--- src/rtl/uart_rx_ctrl.sv ---
// uart_rx_ctrl: UART receiver with start detection, mid-bit sampling, stop check and one-entry output buffer
module uart_rx_ctrl #(
  parameter int CLKS_PER_BIT = 16,
  parameter int DATA_BITS    = 8
) (
  input  logic                 clk,
  input  logic                 rst_n,
  input  logic                 rx,
  output logic                 shift_en,
  output logic                 sample_bit,
  output logic [DATA_BITS-1:0] rx_data,
  output logic                 rx_valid,
  input  logic                 rx_ready,
  output logic                 frame_err,
  output logic                 overrun,
  output logic                 busy
);
  localparam int CW = $clog2(CLKS_PER_BIT);
  localparam int IW = DATA_BITS > 1 ? $clog2(DATA_BITS) : 1;
  localparam logic [CW-1:0] LAST = CW'(CLKS_PER_BIT - 1);
  localparam logic [CW-1:0] HALF = CW'(CLKS_PER_BIT / 2 - 1);
  localparam logic [IW-1:0] IDX_LAST = IW'(DATA_BITS - 1);
  typedef enum logic [1:0] {IDLE, START, DATA, STOP} state_t;
  state_t state, state_d;
  logic s1, rx_s, rx_q, done, done_d, valid_d;
  logic [CW-1:0] cnt, cnt_d;
  logic [IW-1:0] idx, idx_d;
  logic [DATA_BITS-1:0] sh, sh_d, sh_n, data_d;
  logic tick;
  always_ff @(posedge clk or negedge rst_n) begin
    if (!rst_n) begin
      s1       <= 1'b1;
      rx_s     <= 1'b1;
      rx_q     <= 1'b1;
      state    <= IDLE;
      cnt      <= '0;
      idx      <= '0;
      sh       <= '0;
      done     <= 1'b0;
      rx_valid <= 1'b0;
      rx_data  <= '0;
    end else begin
      s1       <= rx;
      rx_s     <= s1;
      rx_q     <= rx_s;
      state    <= state_d;
      cnt      <= cnt_d;
      idx      <= idx_d;
      sh       <= sh_d;
      done     <= done_d;
      rx_valid <= valid_d;
      rx_data  <= data_d;
    end
  end
  always_comb begin
    sh_n = sh;
    sh_n[DATA_BITS-1] = rx_s;
    for (int i = 0; i < DATA_BITS - 1; i++) sh_n[i] = sh[i+1];
  end
  assign tick = cnt == LAST;
  always_comb begin
    state_d   = state;
    cnt_d     = cnt + 1'b1;
    idx_d     = idx;
    sh_d      = sh;
    done_d    = 1'b0;
    shift_en  = 1'b0;
    frame_err = 1'b0;
    case (state)
      IDLE: begin
        cnt_d = '0;
        if (rx_q && !rx_s) state_d = START;
      end
      START: if (cnt == HALF) begin
        cnt_d   = '0;
        idx_d   = '0;
        state_d = rx_s ? IDLE : DATA;
      end
      DATA: if (tick) begin
        cnt_d    = '0;
        shift_en = 1'b1;
        sh_d     = sh_n;
        idx_d    = idx + 1'b1;
        if (idx == IDX_LAST) state_d = STOP;
      end
      default: if (tick) begin
        cnt_d     = '0;
        state_d   = IDLE;
        done_d    = rx_s;
        frame_err = !rx_s;
      end
    endcase
  end
  // a completed byte lands one cycle after the stop sample; it may replace a byte consumed that same cycle
  assign valid_d    = done ? 1'b1 : rx_valid & !rx_ready ? 1'b1 : 1'b0;
  assign data_d     = done && (!rx_valid || rx_ready) ? sh : rx_data;
  assign overrun    = done && rx_valid && !rx_ready;
  assign sample_bit = shift_en & rx_s;
  assign busy       = state != IDLE;
endmodule

--- config.mk ---
export PLATFORM = sky130hd
export DESIGN_NAME = uart_rx_ctrl
export DESIGN_NICKNAME = d
export VERILOG_FILES = /design/src/rtl/uart_rx_ctrl.sv
export SDC_FILE = /design/constraint.sdc
export NUM_CORES = 1
export LEC_CHECK = 0
export CORE_MARGIN = 2
export CORE_UTILIZATION = 48
export CTS_CLUSTER_DIAMETER = 80
export DETAILED_ROUTE_END_ITERATION = 10
export HOLD_SLACK_MARGIN = 0.15
export PLACE_DENSITY = 0.71
export SLEW_MARGIN = 20
export SYNTH_ARGS = -nofsm -noshare
export SYNTH_HDL_FRONTEND = slang
export SYNTH_SLANG_ARGS = --single-unit
--- constraint.sdc ---
create_clock -name clk -period 2.07 [get_ports clk]
set_input_delay 0.621 -clock clk [delete_from_list [all_inputs] [get_ports clk]]
set_output_delay 0.621 -clock clk [all_outputs]
set_load 0.005 [all_outputs]
; Word level (Yosys, flattened, before mapping)
; Cells that the tools add are included.
[totals]
reg_bits = 30
latch_bits = 0
ramBits = 0
romBits = 0
inputBits = 4
out_inout_bits = 14
word_cells = 60
n_memories = 0
[classes]
n_addsub = 2
n_mul = 0
n_div = 0
order_cmp = 0
eq_ne = 9
shift = 0
n_mux = 21
bitwise_logic = 2
reduce_logical = 16
[op_table]
columns = cell, n
row1 = 2-bit two-way mux, 6
row2 = 1-bit two-way mux, 8
row3 = 4-bit two-way mux, 2
row4 = "2-bit != test, second input constant", 4
row5 = 4-bit case mux with 2 select lines, 1
row6 = 3-bit two-way mux, 2
row7 = 2-bit case mux with 3 select lines, 1
row8 = 3-bit case mux with 2 select lines, 1
row9 = 5-bit AND reduction, 1
row10 = "4-bit by 1-bit adder with 4-bit output, second input constant", 1
row11 = "4-bit by 3-bit equality test with 1-bit output, second input constant", 1
row12 = "4-bit equality test, second input constant", 1
row13 = 1-bit logical AND, 4
row14 = 2-bit nonzero test, 2
row15 = "3-bit by 1-bit adder with 3-bit output, second input constant", 1
row16 = "3-bit equality test, second input constant", 1
row17 = 1-bit zero test, 3
row18 = 3-bit AND reduction, 1
row19 = 3-bit nonzero test, 1
row20 = 3-bit OR reduction, 1
row21 = 1-bit AND, 2
row22 = "2-bit by 1-bit equality test with 1-bit output, second input constant", 1
row23 = "2-bit equality test, second input constant", 1
row24 = 2-bit zero test, 1
row25 = other kinds (2), 2

; Logic depth before layout (Yosys ltp)
[logic_depth]
depth_word = 4
ltp_mapped = 5
ltp_nobuf = 4

; Worst setup path after synthesis
; OpenSTA, ideal clock, no wires.
[synth_path]
path_type = register -> output
from = reg cnt[0]
to = out sample_bit
arrival_time_ns = 1.305
required_ns = 1.449
slack_ns = 0.144
path_stages_with_launch = 6
n_path_buf = 1
path_cell_list = dfrtp_1 -> ha_1 -> nand3_2 -> nor3b_4 -> buf_6 -> and2_1
[synth_via]
elab_chain_len = 4
[synth_lines]
columns = element, line
row1 = "start, declared", 26  ; logic [CW-1:0] cnt, cnt_d;
row2 = "start signal, assigned", 47  ; cnt <= cnt_d;
row3 = 4-bit equality test, 60  ; assign tick = cnt == LAST;
row4 = 1-bit two-way mux, 79  ; DATA: if (tick) begin
row5 = 1-bit two-way mux, 69  ; case (state)
row6 = via shift_en, 9  ; output logic shift_en,
row7 = 1-bit AND, 98  ; assign sample_bit = shift_en & rx_s;
row8 = "end, declared", 10  ; output logic sample_bit,
; The timed path passes the listed nets, and every way through them passes these cells.

; Final worst setup path
[layout_path]
from = reg cnt[1]
to = out sample_bit
[layout_via]
elab_chain_len = 4
[layout_lines]
columns = element, line
row1 = 4-bit equality test, 60
row2 = 1-bit two-way mux, 79
row3 = 1-bit two-way mux, 69
row4 = 1-bit AND, 98
; Every way passes these cells.

==> summary.log <==
qor: critical_path.timing.critical_path.from_type register
qor: routing.via_count 843
qor: timing.timing.final.max_slew_violations 0
qor: power_and_ir_drop.finalPower 1.50 mW
qor: synth.synth_cells 99
qor: timing.grt_setup_unrepaired yes
qor: synth.synth_area_per_cell 13.0 um2
qor: timing.hold_ws 360 ps
qor: critical_path.cp.required 1450 ps
qor: routing.drt_iter0_markers 4
qor: clock_network.ctsHtreeMaxLevel 2
qor: clock_network.cts_buffers 5
qor: clock_network.clock_transition_at_the_registers_of_the_reported_paths 80 ps
qor: timing.timing.final.hold_violations 0
qor: critical_path.timing.critical_path.slowest_stage_cell sky130_fd_sc_hd__dfrtp_1
qor: finish.mostFrequentLayoutCells sky130_fd_sc_hd__dfrtp_1 (27), sky130_fd_sc_hd__buf_4 (16), sky130_fd_sc_hd__clkdlybuf4s50_1 (12), sky130_fd_sc_hd__mux2_2 (11)
qor: floorplanning.die_area 3120 um2
qor: critical_path.slowest_cell_delay_on_critical_path 400 ps
qor: synth.synth.top_cells.by_area sky130_fd_sc_hd__dfrtp_1 (52%), sky130_fd_sc_hd__mux2_2 (9.6%), sky130_fd_sc_hd__dfstp_2 (6.1%), sky130_fd_sc_hd__mux2_4 (5.8%), sky130_fd_sc_hd__ha_1 (2.9%)
qor: finish.layout.core_utilization 67.7%
qor: routing.drt_pass1_iterations 2
qor: synth.post_synth_num_cell_types 30
qor: timing.max_clock_freq 472 MHz
qor: finish.fill_cells 203
qor: placement.port_buffers 17
qor: finish.insertedDiodeCount 0
qor: timing.final.setup.worst_slack -50.3 ps
qor: synth.synth-seq-area-share 58.4%
qor: placement.dp_hpwl 1570 um
qor: power_and_ir_drop.vdd.ir_drop.worst 0.745 mV
qor: grt.grt_antenna_before_repair 0
qor: synth.number_of_register_bits_inferred_by_synthesis 30
qor: power_and_ir_drop.power_density 877 nW/um2
qor: finish.seqCellArea 754 um2
qor: routing.detail_route.vias_per_cell 5.02
qor: status.violated_checks setup timing
qor: grt.grt_first_pass_wirelength 3920 um
qor: clock_network.tritoncts_num_sinks 30
qor: run.max-cap-violations 0
qor: timing.share_of_the_clock_period_used_by_the_worst_path 102%
qor: clock_network.clkLatencyLatePin 330 ps
qor: critical_path.criticalPathCategory register to primary output
qor: finish.final_layout_size_suffix_gt1_share 39.9%
qor: synth.number_of_enable_flip_flop_cells_after_synthesis 0
qor: synth.netlist.area_leader.share 52.3%
qor: synth.syn_nets 106
qor: floorplanning.placement_rows 18
qor: critical_path.cp_cell_sequence ha_4 > nand3_4 > nor3b_4 > buf_4 > and2_4 > buf_6
qor: finish.areaGrowthSynthToFinish 32.3%
qor: synth.postSynth.topFlopCell sky130_fd_sc_hd__dfrtp_1
qor: timing.worst-slew-pin-transition 359 ps
qor: floorplanning.start_util 51.2%
qor: critical_path.worst-path-buf-inv 2
qor: routing.finalWirelength 2200 um
qor: timing.min_period 2120 ps
qor: status.outcome finished with violations
qor: critical_path.largest_fanout_on_the_critical_path 2
qor: synth.synth-warning-count 0
qor: clock_network.cts_tree built
qor: timing.final.setup.tns -50.3 ps
qor: floorplanning.die_outline_width 55.9 um
qor: floorplanning.core_region_area 2520 um2
qor: grt.grt_start_max_net_pins 31
qor: finish.multi_input_logic_area 536 um2
qor: floorplanning.floorplan.die.height 55.9 um
qor: timing.clock-skew-final 12.3 ps
qor: synth.mappedNetlistArea 1290 um2
qor: critical_path.timing.critical_path.arrival 1500 ps
qor: critical_path.crit_path_end_kind primary output
qor: grt.grt.total_usage 16.6%
qor: clock_network.clk_root_buffer_cell sky130_fd_sc_hd__clkbuf_4
qor: finish.layout.cells.most_common sky130_fd_sc_hd__dfrtp_1
qor: grt.grt_remaining_overflow 0
qor: routing.detail_route.drc_violations 0
qor: placement.gp_routability_congestion 0.794
qor: critical_path.timing.critical_path.max_delay_family flip-flops
qor: routing.routedWlPerCell 13.1 um
qor: finish.final_net_count 144
qor: min_path.min_path_type register to register
qor: floorplanning.io-pin-count 18
qor: power_and_ir_drop.leakage 0.813 nW
qor: routing.ant_nets 0
qor: synth.post-synth-top-area-cell sky130_fd_sc_hd__dfrtp_1
qor: timing.slew-limit-headroom 76.1%
qor: clock_network.clock_path_buffers 2
qor: timing.setup-violations-final 1
qor: synth.postSynth.asyncResetShare 100%
qor: grt.first_global_vias 852
cell usage after synthesis (2+ instances only):
master and instances:
sky130_fd_sc_hd__ha_1 3, sky130_fd_sc_hd__dfrtp_1 27, sky130_fd_sc_hd__nor3_1 4, sky130_fd_sc_hd__mux2_2 11, sky130_fd_sc_hd__mux2_4 5, sky130_fd_sc_hd__nor2_1 6
sky130_fd_sc_hd__nand2_1 5, sky130_fd_sc_hd__nor2b_1 2, sky130_fd_sc_hd__a211oi_1 4, sky130_fd_sc_hd__inv_1 5, sky130_fd_sc_hd__dfstp_2 3, sky130_fd_sc_hd__a21oi_1 4
sky130_fd_sc_hd__nand3_1 3
worst reg2reg max path: stages (launching register included):
cell and delay, ps:
sky130_fd_sc_hd__dfrtp_1 400, sky130_fd_sc_hd__ha_4 160, sky130_fd_sc_hd__nand3_4 70, sky130_fd_sc_hd__nor3b_4 200, sky130_fd_sc_hd__buf_4 150, sky130_fd_sc_hd__buf_4 180, sky130_fd_sc_hd__mux2_2 350
sequential cells by signal (all words and copies together), names as in the netlist:
signal    count
rx_data       8
s1            1
state         2
done          1
rx_valid      1
rx_q          1
rx_s          1
idx           3
cnt           4
sh            8
final timing paths:
check	from	end	slack (ps)	depth (start not counted)
max	cnt[1]	sample_bit	-50	6
min	s1	rx_s	360	0
max reg2reg	cnt[1]	sh[0]	470	6
min reg2reg	s1	rx_s	360	0
max in group asynchronous	rst_n	rx_q	1090	2
min in group asynchronous	rst_n	sh[2]	660	2
logic make-up (layout without fill, tap and decap cells):
logic type | count (synthesis) | after routing | synth area share [%]
muxes | 16 | 16 | 15.4
AOI/OAI and AO/OA | 11 | 11 | 5.43
xor gates and xnor gates | 2 | 2 | 1.36
adders and majority gates | 3 | 3 | 2.91
buffers and inverters | 8 | 47 | 3.00
DFF | 30 | 30 | 58.4
and+or+nand+nor | 29 | 29 | 13.5
layout make-up:
cell class                 count  area share [%]
timing repair buffer          34            17.7
clock buffer                   7            3.22
clock inverter                 1           0.293
inverter                       5            1.10
tap                           30            2.20
sequential                    30            44.2
multi-input combinational     61            31.4
where the power goes:
group          leakage (nW)  switching, mW  internal, mW
combinational         0.380          0.206         0.234
sequential            0.398         0.0556         0.649
clock                0.0353          0.189         0.164
total                 0.813          0.450          1.05
layer usage:
layer / global-route usage, % / share of wire [%] / up-vias
li1: - / - / 422
met1: 21.5 / 46 / 399
met2: 24.8 / 48 / 16
met3: 5.58 / 3.9 / 6
met4: 8.16 / 2.1 / 0
met5: 0 / 0 / -
through the flow:
stage | std cells | worst slack (ps) | instance area [um2]
3_3_place_gp | 158 | -289 | 1600
3_5_place_dp | 158 | -338 | 1600
6_report | 168 | -50.3 | 1710
2_1_floorplan | 99 | 144 | 1290
4_1_cts | 168 | -94.4 | 1690
5_1_grt | 168 | -144 | 1710
what timing repair did:
action,in CTS,in global routing
buffers inserted,3,0
hold buffers,0,0
setup endpoints to repair,5,3
pin swaps,3,1
hold endpoints to repair,0,0
resized for setup,24,2
No activity file was read; power rests on OpenSTA's default activity.
==> RTL change 1, RTL diff (same settings) <==
Set the parameter `CLKS_PER_BIT` to 64 (it was 16).
--- a/src/rtl/uart_rx_ctrl.sv
+++ b/src/rtl/uart_rx_ctrl.sv
@@ -1,6 +1,6 @@
 // uart_rx_ctrl: UART receiver with start detection, mid-bit sampling, stop check and one-entry output buffer
 module uart_rx_ctrl #(
-  parameter int CLKS_PER_BIT = 16,
+  parameter int CLKS_PER_BIT = 64,
   parameter int DATA_BITS    = 8
 ) (
   input  logic                 clk,
Function: no difference found for any inputs over 10 cycles, from zero or initial values and one cycle with rst_n low; that may be too few to reach the edited logic, so the function may still have changed.
==> RTL change 1 against the original RTL <==
Synthesized area grew 13%. Total power grew 7.5%. Global-route usage grew 1.4 points. Worst setup slack gained 89 ps. Register-to-register slack gained 80 ps. Sequential power grew 2%. Critical path depth shrank 2. Clock skew shrank 2.0 ps. Design area grew 9.5%. Wire length grew 19%. Sequential cell count grew 2. Combinational power shrank 3%. Synthesized cell count grew 15%.
==> RTL change 1: results (changes against the original RTL) <==
Cells and area
The layout net count is 157 (+9.0%). The largest registers in the layout are rx_data (8), sh (8), cnt (6). The share of post-route cells with drive strength above 1 is 40.4% (+0.54 points).

The fill cell instance count of the final layout is 228 (+12%).

Pwr
The maximum vdd drop is 573 uV (-23%). The total leakage power is 0.880 nW (+8.2%). The post-route total power is 1.61 mW (+7.5%). The power density of the placed cells is 862 nW/um^2 (-1.8%). The total clock network power is 0.464 mW (+31%). The power dissipated in sequential cells came to 0.721 mW (+2%).

The total net switching power is 0.448 mW (-0.47%).

Outcome
The flow ran to the end, and the final reports show no timing, DRC or antenna violations.

Synthesis
By area the synthesized netlist is led by dfrtp_1, mux2_2, dfstp_2, mux2_4, a221oi_2. Sorting the synthesized cells by how often they occur yields dfrtp_1, mux2_2, inv_1, nor2_1, mux2_4. The number of instances in the synthesized netlist is 114 (+15%).

The distinct cell type count of the synthesized netlist came to 35 (+17%).

Global route
The first-pass GRT wire length is 4510 um (+15%). The via count of the first global-routing pass is 1037 (+22%). The pin count of the biggest net entering global routing was 26 (-16%).

The total track usage is 17.9% (+1.4 points).

Placement
The post-detailed-placement half-perimeter wirelength came to 1940 um (+24%). The last weighted congestion value of the routability-driven placer is 0.822 (+3.6%). The area of placed instances is 1760 um^2 (+10%).

The number of placed instances, taps included was 173 (+9.5%). The pre-CTS worst setup slack is -320 ps (+18.0 ps).

Route
The via density per instance is 5.36 (+6.9%). The wire length reported by the detailed router is 2630 um (+19%). The number of detailed-route iterations in the first pass is 3 (+1). The wire length per cell after detailed routing was 14.4 um (+10%). The first-iteration detailed-routing DRC count is 15 (+11).

Setup path
Broken down by cell family, the worst path's largest delay share belongs to simple AND/OR/NAND/NOR gates. The signal arrival time at the worst endpoint came to 1410 ps (-90 ps).

Clock network
The TritonCTS clock tree is yes. The clock-pin slew reported for the worst setup and hold paths after clock tree synthesis is 100 ps (+20 ps).

STA
The final clock skew is 10.3 ps (-2.04 ps). The tightest slew margin relative to the limit is 72.1% (-4.0 points).
==> RTL change 1: changes by cell type in the layout (fill, tap and decap cells not counted), moves of 2 or more <==
| cell | before | now |
|---|---|---|
| a31oi_1 | 1 | 4 |
| o21ai_0 | 1 | 4 |
| dfrtp_1 | 27 | 29 |
| a211oi_1 | 4 | 1 |
| a221oi_2 | 0 | 3 |
| xor2_1 | 1 | 3 |
| buf_4 | 16 | 14 |
| nand2b_1 | 0 | 2 |
| nor3_1 | 3 | 1 |
==> RTL change 1: layer usage <==
layer / global-route usage, % / part of all wire [%] / vias up
met5: 0 / 0 / -
met4: 7.79 / 1.6 / 0
met3: 6.77 / 4.0 / 4
met2: 29.2 / 49 / 18
met1: 21.1 / 46 / 479
li1: - / - / 475
==> RTL change 1: layout make-up <==
class	count	area share (%)
Clock buffer	6	2.21
Inverter	6	1.20
Multi-Input combinational cell	70	32.3
Timing Repair Buffer	35	17.3
Clock inverter	2	1.87
Tap cell	31	2.07
Sequential cell	32	43.0
==> RTL change 1: repair_timing <==
item	4_1_cts	5_1_grt
buffers inserted	0	2
endpoints found under the setup margin	5	3
gates resized for setup	21	5
pin swaps	2	2
==> RTL change 1: cell families after synthesis <==
kind of cell / share of synthesized area (%)
DFF: 55.4
and+or+nand+nor: 11.2
buffers and inverters: 5.00
xor gates and xnor gates: 2.41
adders and majority gates: 2.58
muxes: 13.7
AOI/OAI and AO/OA: 9.73
==> RTL change 1: worst paths after layout <==
check / slack [ps] / cells after the start / end / startpoint
worst min-delay path: 360 / 0 / rx_s / s1
worst min register to register: 360 / 0 / rx_s / s1
max in group asynchronous: 950 / 2 / s1 / rst_n
worst max register to register: 550 / 5 / state[0] / cnt[0]
min in group asynchronous: 580 / 1 / idx[2] / rst_n
worst max-delay path: 40 / 4 / sample_bit / state[0]
==> RTL change 2, RTL diff (config.mk and constraints unchanged) <==
Made on the original files. Make the reset (`rst_n`) synchronous in one clocked block.
--- a/src/rtl/uart_rx_ctrl.sv
+++ b/src/rtl/uart_rx_ctrl.sv
@@ -27,7 +27,7 @@
   logic [IW-1:0] idx, idx_d;
   logic [DATA_BITS-1:0] sh, sh_d, sh_n, data_d;
   logic tick;
-  always_ff @(posedge clk or negedge rst_n) begin
+  always_ff @(posedge clk) begin
     if (!rst_n) begin
       s1       <= 1'b1;
       rx_s     <= 1'b1;
Check against the original RTL: differs if rst_n is asserted again (counterexample within 4 cycles, from zero or initial values and one cycle with rst_n low); with rst_n held inactive, the same outputs for 10 cycles.
==> RTL change 2 against the original RTL <==
Clock power rose by 5%. Design area down 1.3%. Sequential cell count is the same. Synthesized area is 1.5% higher. Wire length up 8.7%. Total power is 18% lower. Utilization decreased by 0.89 points. Worst setup slack gained 130 ps. Largest power group unchanged.
==> RTL change 2: results (changes against the original RTL) <==
Outcome
The flow ran to the end, and the final reports show no timing, DRC or antenna violations.

STA
The transition time of the tightest slew-check pin is 252 ps (-107 ps). The final clock skew is 8.12 ps (-4.20 ps).

Clock network
The maximum level of the CTS H-tree came to 2 (unchanged). The clock latency of the later-clocked register in the worst-skew pair is 330 ps (about the same). The clock root buffer is clkbuf_4. The clock-pin slew reported for the worst setup and hold paths after clock tree synthesis is 100 ps (+20 ps). The number of buffers on the longest clock path came to 2 (unchanged). The number of buffers created by CTS came to 5 (unchanged).

Synthesis
The net count after synthesis is 145 (+37%). The proportion of synthesized chip area in sequential cells was 45.8% (-13 points). Sorting the synthesized cells by how often they occur yields dfxtp_1, nand2_1, nor2b_1.

After synthesis, the cell types taking the most area are dfxtp_1, mux2i_1, ha_1, nor2b_1, nand2_1. The library cell occupying the most area in the post-synthesis netlist is dfxtp_1. The distinct cell type count of the synthesized netlist is 31 (+3.3%). The number of warning messages in the yosys log was 0 (unchanged). The async set or reset register ratio after synthesis was 0% (-100 points).

Global route
The number of antenna violations at the first check in global routing is 0 (unchanged). The first-pass GRT wire length is 4300 um (+9.7%). The via count of the first global-routing pass is 1028 (+21%). The pin count of the biggest net entering global routing is 28 (-9.7%). The total track usage came to 17.5% (+0.98 points).

Cells and area
The layout net count is 177 (+23%). The largest registers in the layout are rx_data (8), sh (8), cnt (4). The share of post-route cells with drive strength above 1 is 22.2% (-18 points). The antenna diode count was 0 (unchanged).

Route
The detailed router used layers up to and including met4. The via density per instance was 5.10 (+1.6%). The wire length per cell after detailed routing is 12.2 um (-7.3%). The met3 layer wire length in the routed design is 96 um (+10%).

The detailed-routing wirelength on met1 is 962 um (-4.6%). The number of detailed-route iterations in the first pass was 4 (+2). The first-iteration detailed-routing DRC count was 18 (+14). The met2 routed wirelength is 1280 um (+20%).

Pwr
The total leakage power is 0.747 nW (-8.2%). The maximum vdd drop is 658 uV (-12%).

Placement
The quantity of I/O buffers inserted on ports is 17 (unchanged). The last weighted congestion value of the routability-driven placer is 0.710 (-11%). The post-detailed-placement half-perimeter wirelength is 1670 um (+6.2%).

Setup path
The signal arrival time at the worst endpoint was 1370 ps (-130 ps). The largest fanout of any net on the critical path is 4 (+2).

Worst hold path
The path class of the tightest hold or removal check is flip-flop to flip-flop.
## RTL change 2: cell type report
| type | instances | area, um^2 |
|---|---|---|
| Clock buffer | 7 | 55.1 |
| Clock inverter | 1 | 5.00 |
| Timing Repair Buffer | 30 | 270 |
| Tap cell | 30 | 37.5 |
| Multi-Input combinational cell | 93 | 689 |
| Sequential cell | 30 | 606 |
| Fill cell | 219 | 837 |
| Inverter | 6 | 22.5 |
## RTL change 2: layer usage
layer	global-route usage (%)	vias up
met5	0	-
met4	10.2	0
met3	4.88	7
met2	31.1	18
met1	18.3	471
li1	-	508
## RTL change 2: power by group
group	internal [mW]	switching [mW]
sequential	0.601	0.0148
combinational	0.121	0.129
clock	0.164	0.205
## RTL change 2: worst max-delay path: stages, from the launching register on
cell and delay, ps:
dfxtp_2 360, ha_4 130, and3_4 190, and3b_1 160, clkdlybuf4s15_1 200
## RTL change 2: cells by family (layout without fill, tap and decap cells)
family | count (synthesis) | in the layout | share of synthesized area, %
xor+xnor | 3 | 3 | 2.01
flops | 30 | 30 | 45.8
mux | 11 | 11 | 8.41
compound gates | 18 | 18 | 10.8
fa+ha+maj | 7 | 7 | 6.69
buf+inv | 11 | 44 | 3.82
simple gates | 54 | 54 | 22.4
## RTL change 2: repair_timing
item / CTS / global route
hold buffers: 0 / 0
setup buffers: 5 / 0
resized for setup: 17 / 7
pin swaps: 3 / 0
setup endpoints to repair: 5 / 4
## RTL change 2: path summary, 6_finish.rpt
kind                  from        end  slack [ps]  cells past startpoint
setup reg to reg  state[1]     idx[1]         330                      7
hold / removal          s1       rx_s         430                      1
setup / recovery    cnt[1]  frame_err          80                      4
hold reg to reg         s1       rx_s         430                      1
## RTL change 2: metrics by stage
step	setup slack, ps	std cells	TNS, ps	cell area [um^2]
global placement	-319	184	-319	1560
global route	18.0	197	0	1690
CTS	7.13	197	0	1670
detailed placement	-366	184	-393	1560
finish	75.4	197	0	1690
floorplan	401	134	0	1310
